`src/rtl/output_collector_pkg.sv`:
```
// Shared sizing defaults for the output collector and the argmax stage.
// Keeping them in one place means the two blocks cannot disagree on frame shape.
package output_collector_pkg;

  localparam int NUM_OUTPUT     = 10;
  localparam int DATA_WIDTH     = 16;
  localparam int TIMEOUT_CYCLES = 256;

  // Idle counter width; a disabled timer still gets one bit
  function automatic int idle_cnt_width(input int cycles);
    return (cycles > 0) ? $clog2(cycles + 1) : 1;
  endfunction

endpackage

```
`src/rtl/output_collector_idle_timer.sv`:
```
// Idle timer for a partial frame: counts stalled cycles, flags expiry.
// Ports: clk, rst (async active-low), clr, run, expire (combinational).
module output_collector_idle_timer
  import output_collector_pkg::*;
#(
  parameter int timeoutCycles = TIMEOUT_CYCLES
) (
  input  logic clk,
  input  logic rst,
  input  logic clr,
  input  logic run,
  output logic expire
);

  localparam int CW = idle_cnt_width(timeoutCycles);

  generate
    if (timeoutCycles == 0) begin : g_off
      logic unused_in;
      assign unused_in = ^{clk, rst, clr, run};
      assign expire    = 1'b0;
    end else begin : g_on
      localparam logic [CW-1:0] LAST = CW'(timeoutCycles - 1);
      logic [CW-1:0] cnt;

      // A capture in the expiry cycle (clr) wins
      assign expire = run & ~clr & (cnt == LAST);

      always_ff @(posedge clk or negedge rst) begin
        if (!rst) begin
          cnt <= '0;
        end else if (clr || expire) begin
          cnt <= '0;
        end else if (run) begin
          cnt <= cnt + CW'(1);
        end
      end
    end
  endgenerate

endmodule

```
`src/rtl/output_collector.sv`:
```
// Collects per-neuron outputs into one packed frame for the argmax stage.
// Ports: din/din_vld in; dout/dout_vld/frame_cnt/pending/err_dup/err_timeout out.
module output_collector
  import output_collector_pkg::*;
#(
  parameter int numInput      = NUM_OUTPUT,
  parameter int inputWidth    = DATA_WIDTH,
  parameter int timeoutCycles = TIMEOUT_CYCLES
) (
  input  logic                           clk,
  input  logic                           rst,
  input  logic [numInput*inputWidth-1:0] din,
  input  logic [numInput-1:0]            din_vld,
  output logic [numInput*inputWidth-1:0] dout,
  output logic                           dout_vld,
  output logic [31:0]                    frame_cnt,
  output logic [numInput-1:0]            pending,
  output logic                           err_dup,
  output logic                           err_timeout
);

  localparam int DW = numInput * inputWidth;

  logic [numInput-1:0] new_v;
  logic [numInput-1:0] dup_v;
  logic [numInput-1:0] merged;
  logic [DW-1:0]       cap;
  logic [DW-1:0]       merged_data;
  logic                done;
  logic                capture;
  logic                expire;

  assign new_v   = din_vld & ~pending;
  assign dup_v   = din_vld & pending;
  assign merged  = pending | new_v;
  assign done    = &merged;
  assign capture = |new_v;

  // First value wins: only fresh slices overwrite the capture array
  always_comb begin
    merged_data = cap;
    for (int i = 0; i < numInput; i++) begin
      if (new_v[i]) begin
        merged_data[i*inputWidth +: inputWidth] =
          din[i*inputWidth +: inputWidth];
      end
    end
  end

  output_collector_idle_timer #(
    .timeoutCycles(timeoutCycles)
  ) u_idle_timer (
    .clk   (clk),
    .rst   (rst),
    .clr   (capture | ~(|pending)),
    .run   (|pending),
    .expire(expire)
  );

  always_ff @(posedge clk or negedge rst) begin
    if (!rst) begin
      cap     <= '0;
      pending <= '0;
    end else begin
      cap <= merged_data;
      if (done || expire) begin
        pending <= '0;
      end else begin
        pending <= merged;
      end
    end
  end

  always_ff @(posedge clk or negedge rst) begin
    if (!rst) begin
      dout      <= '0;
      dout_vld  <= 1'b0;
      frame_cnt <= '0;
    end else begin
      dout_vld <= done;
      if (done) begin
        dout      <= merged_data;
        frame_cnt <= frame_cnt + 32'd1;
      end
    end
  end

  always_ff @(posedge clk or negedge rst) begin
    if (!rst) begin
      err_dup     <= 1'b0;
      err_timeout <= 1'b0;
    end else begin
      err_dup     <= err_dup | (|dup_v);
      err_timeout <= expire;
    end
  end

endmodule
```
`config.mk`:
```
export PLATFORM = sky130hd
export DESIGN_NAME = output_collector
export DESIGN_NICKNAME = d
export VERILOG_FILES = /design/src/rtl/output_collector_pkg.sv /design/src/rtl/output_collector_idle_timer.sv /design/src/rtl/output_collector.sv
export SDC_FILE = /design/constraint.sdc
export NUM_CORES = 1
export LEC_CHECK = 0
export BUFFER_PORTS_ARGS = -buffer_cell sky130_fd_sc_hd__buf_2
export CAP_MARGIN = 20
export CORE_MARGIN = 2
export CORE_UTILIZATION = 53
export CTS_CLUSTER_SIZE = 25
export DETAILED_ROUTE_END_ITERATION = 16
export PLACE_DENSITY = 0.8
export SLEW_MARGIN = 30
export SYNTH_ARGS = -nofsm -noshare
export SYNTH_HDL_FRONTEND = slang
export SYNTH_SLANG_ARGS = --single-unit
export TNS_END_PERCENT = 50
```
`constraint.sdc`:
```
create_clock -name clk -period 2.5 [get_ports clk]
set_input_delay 0.5 -clock clk [delete_from_list [all_inputs] [get_ports clk]]
set_output_delay 0.5 -clock clk [all_outputs]
set_load 0.005 [all_outputs]
```
==> reports/results.tsv <==
metric	value	unit
cell area after placement	16800	um2
cells on worst reg2reg path	6	
net count after synthesis	1127	
max-slew violation count	0	
hold bufs inserted after CTS	1	
outcome	completed	
Clock Sink Count	374	
worst hold path class	input pin to register	
element type at the critical path end	register	
growth of design area from synthesis to finish	26.3	%
overall fraction of global-route tracks in use	22.8	%
RSZ-0062 raised after global routing	false	
post-cts gate resize count	0	
overall die area	28500	um2
most frequent cells in the layout	sky130_fd_sc_hd__buf_2 (375), sky130_fd_sc_hd__dfrtp_1 (374), sky130_fd_sc_hd__mux2_2 (280)	
startpoint type of the worst setup path	register	
total negative setup slack	0	ns
FF-to-FF Start	pending[0]	
buffers from clock root to sink, at most	3	
Slew Limit Headroom	67.0	%
count of endpoints failing setup in the final report	0	
reg2reg end	dout[62]	
wirelength, routed	32.3	mm
synthesized cell area	14400	um2
antenna violations before repair	12	
number of buffers inserted to repair setup after CTS	0	
slew of the pin with the lowest slew margin	0.491	ns
fraction of registers with async set or reset after synthesis	100	%
Min-Delay Endpoint	cap[115]	
count of flip-flops with a built-in enable after synthesis	0	
number of buffers created by CTS	40	
std cell rows	60	
slowest cell delay on critical path	0.44	ns
part of the power in combinational logic	33.0	%
Critical Setup Path Class	register to register	
layout cell share with drive strength beyond 1	54.6	%
average vias per placed instance	5.22	
sequential share of power	42.2	%
core area	26800	um2
I/O pin count	377	
IO buf count	376	
later-pin clock latency in the skew report	0.53	ns
Final Wtd Congestion	0.787	
detailed placer's ending HPWL	23.1	mm
Hold Path Cell Cnt	2	
effective utilization at floorplan	53.6	%
Iter 0 DRT Violations	511	
Die Span Y	169	um
Pwr Density	1310	nW/um2
cell accounting for the most synthesized area	sky130_fd_sc_hd__dfrtp_1	
H-tree levels	2	
most common cell after layout, fill and taps aside	sky130_fd_sc_hd__buf_2	
signal arrival time at the worst endpoint	2.47	ns
cell internal pwr	16.8	mW
clock network fraction of total power	24.8	%
width of the die	169	um
antenna viol nets, final	0	
synthesized area divided by synthesized cell count	15.1	um2
fin cells	1745	
setup slack, reg-to-reg	0.43	ns
maximum clock rate	0.483	GHz
crit share post-route	82.9	%
switching fraction of total power	29.2	%
largest cells by area after synthesis	sky130_fd_sc_hd__dfrtp_1 (65%), sky130_fd_sc_hd__mux2_2 (22%), sky130_fd_sc_hd__nor2_1 (2.3%), sky130_fd_sc_hd__mux2_1 (1.9%), sky130_fd_sc_hd__xnor2_1 (1.3%)	
warning count from the yosys run	0	
largest net degree at the start of global routing	82	
flip-flop cell with the highest count after synthesis	sky130_fd_sc_hd__dfrtp_1	
critical path, cell by cell	o22ai_1 > nor4_4 > nand2_1 > inv_6 > buf_12 > mux2_2	
final period demand of the worst path	2.07	ns
cell with the biggest individual delay on the critical path	sky130_fd_sc_hd__dfrtp_1	
final net count	1539	
Hold Violations, Final	0	
switching power	6.95	mW
placed instance count	1662	
clock tree from TritonCTS	yes	
via count of the first global-routing pass	9559	
post-route core utilization	67.8	%
count of distinct cell types in the synthesized netlist	35	
Cells after Synth	952	
WL/cell	18.5	um
number of max-cap violations	0	
Clk pin slew, worst setup/hold paths	0.06	ns
sequential-to-total area share from yosys stat	65.1	%
Crit path required time	2.90	ns
Bufs and invs on worst path	2	
family with the most delay on the worst path	buffers and inverters	
total via count in the routed design	9113	
first-pass GRT wire length	51.4	mm
Max rail drop VDD	843	uV
count of state elements after synthesis	374	
overall overflow remaining after global route	0	
area share of the largest cell type after synthesis	65.1	%
critical path depth	6	
leakage power	8.53	nW
DRC violation count after routing	0	
router iterations before antenna repair	5	
Worst Clk Skew	0.0104	ns
hold path startpoint	din[115]	
total non-filler cell area in the finished layout	18200	um2
critical path peak fanout	30	
clock root cell	sky130_fd_sc_hd__clkbuf_16	
## per-layer routing
metal	vias to the layer above	GRT usage (%)	part of all wire, %
li1	4141	-	-
met1	4531	29.3	40
met2	338	36.1	48
met3	101	5.59	6.6
met4	2	12.4	4.8
met5	-	0	0.034
## logic make-up (layout without fill, tap and decap cells)
kind of cell	Yosys count	in the layout	share of synthesized area (%)
buf+inv	50	491	2.28
xor+xnor	37	37	2.25
compound gates	11	11	0.601
simple gates	173	173	5.69
mux	304	304	23.8
other cells	0	11	0
flops	374	374	65.1
fa+ha+maj	3	3	0.261
## worst max-delay path by stage
stage | from | slack, ns | to
3_3_place_gp | din_vld[6] | 0.31 | dout[39]
2_1_floorplan | din_vld[6] | 0.57 | dout[29]
6_report | pending[0] | 0.43 | dout[62]
3_5_place_dp | din_vld[6] | 0.29 | dout[44]
4_1_cts | pending[0] | 0.42 | dout[62]
5_1_grt | pending[0] | 0.32 | dout[44]
## stage by stage
| step | worst slack, ns | hold WS, ns | power, mW |
|---|---|---|---|
| after global routing | 0.321 | 0.205 | 25.2 |
| after CTS | 0.418 | 0.200 | 24.0 |
| after floorplan | 0.572 | 0.204 | 14.9 |
| after detailed placement | 0.290 | 0.463 | 18.0 |
| after global placement | 0.311 | 0.452 | 17.6 |
| final | 0.428 | 0.217 | 23.8 |
## Yosys cell counts, types with 10 or more instances
cell,instances
sky130_fd_sc_hd__nor2b_1,10
sky130_fd_sc_hd__mux2_1,24
sky130_fd_sc_hd__mux2_2,280
sky130_fd_sc_hd__dfrtp_1,374
sky130_fd_sc_hd__xnor2_1,21
sky130_fd_sc_hd__nand3_1,19
sky130_fd_sc_hd__clkbuf_1,11
sky130_fd_sc_hd__nor2_1,88
sky130_fd_sc_hd__buf_2,13
sky130_fd_sc_hd__buf_6,16
sky130_fd_sc_hd__xor2_1,16
sky130_fd_sc_hd__nand2_1,15
## power by group through the flow
stage / Combinational [mW] / Sequential (mW) / Clock, mW
floorplan: 4.89 / 10.0 / 0
global placement: 7.58 / 9.98 / 0
detailed placement: 7.91 / 10.1 / 0
CTS: 7.94 / 10.1 / 6.03
global route: 8.55 / 10.4 / 6.30
finish: 7.84 / 10.0 / 5.90
## worst reg2reg max path: stages, from the launching register on
cell and delay [ns]:
sky130_fd_sc_hd__dfrtp_1 0.44, sky130_fd_sc_hd__o22ai_1 0.16, sky130_fd_sc_hd__nor4_4 0.30, sky130_fd_sc_hd__nand2_1 0.16
sky130_fd_sc_hd__inv_6 0.25, sky130_fd_sc_hd__buf_12 0.25, sky130_fd_sc_hd__mux2_2 0.39
## state kept, by name (all words and copies together), names as in the netlist
signal / count
pending: 10
dout: 160
err_dup: 1
frame_cnt: 32
err_timeout: 1
u_idle_timer.g_on.cnt: 9
cap: 160
dout_vld: 1
## layout make-up
type | instances | area (um2)
flip-flops and latches | 374 | 9360
inverters | 9 | 38.8
clock inverters | 8 | 108
diodes | 11 | 27.5
repair buffers | 411 | 2270
clock buffers | 63 | 1230
fillers | 1944 | 8640
well taps | 341 | 427
multi-input cells | 528 | 4700
Note: power is estimated with default switching activity, not from simulation.
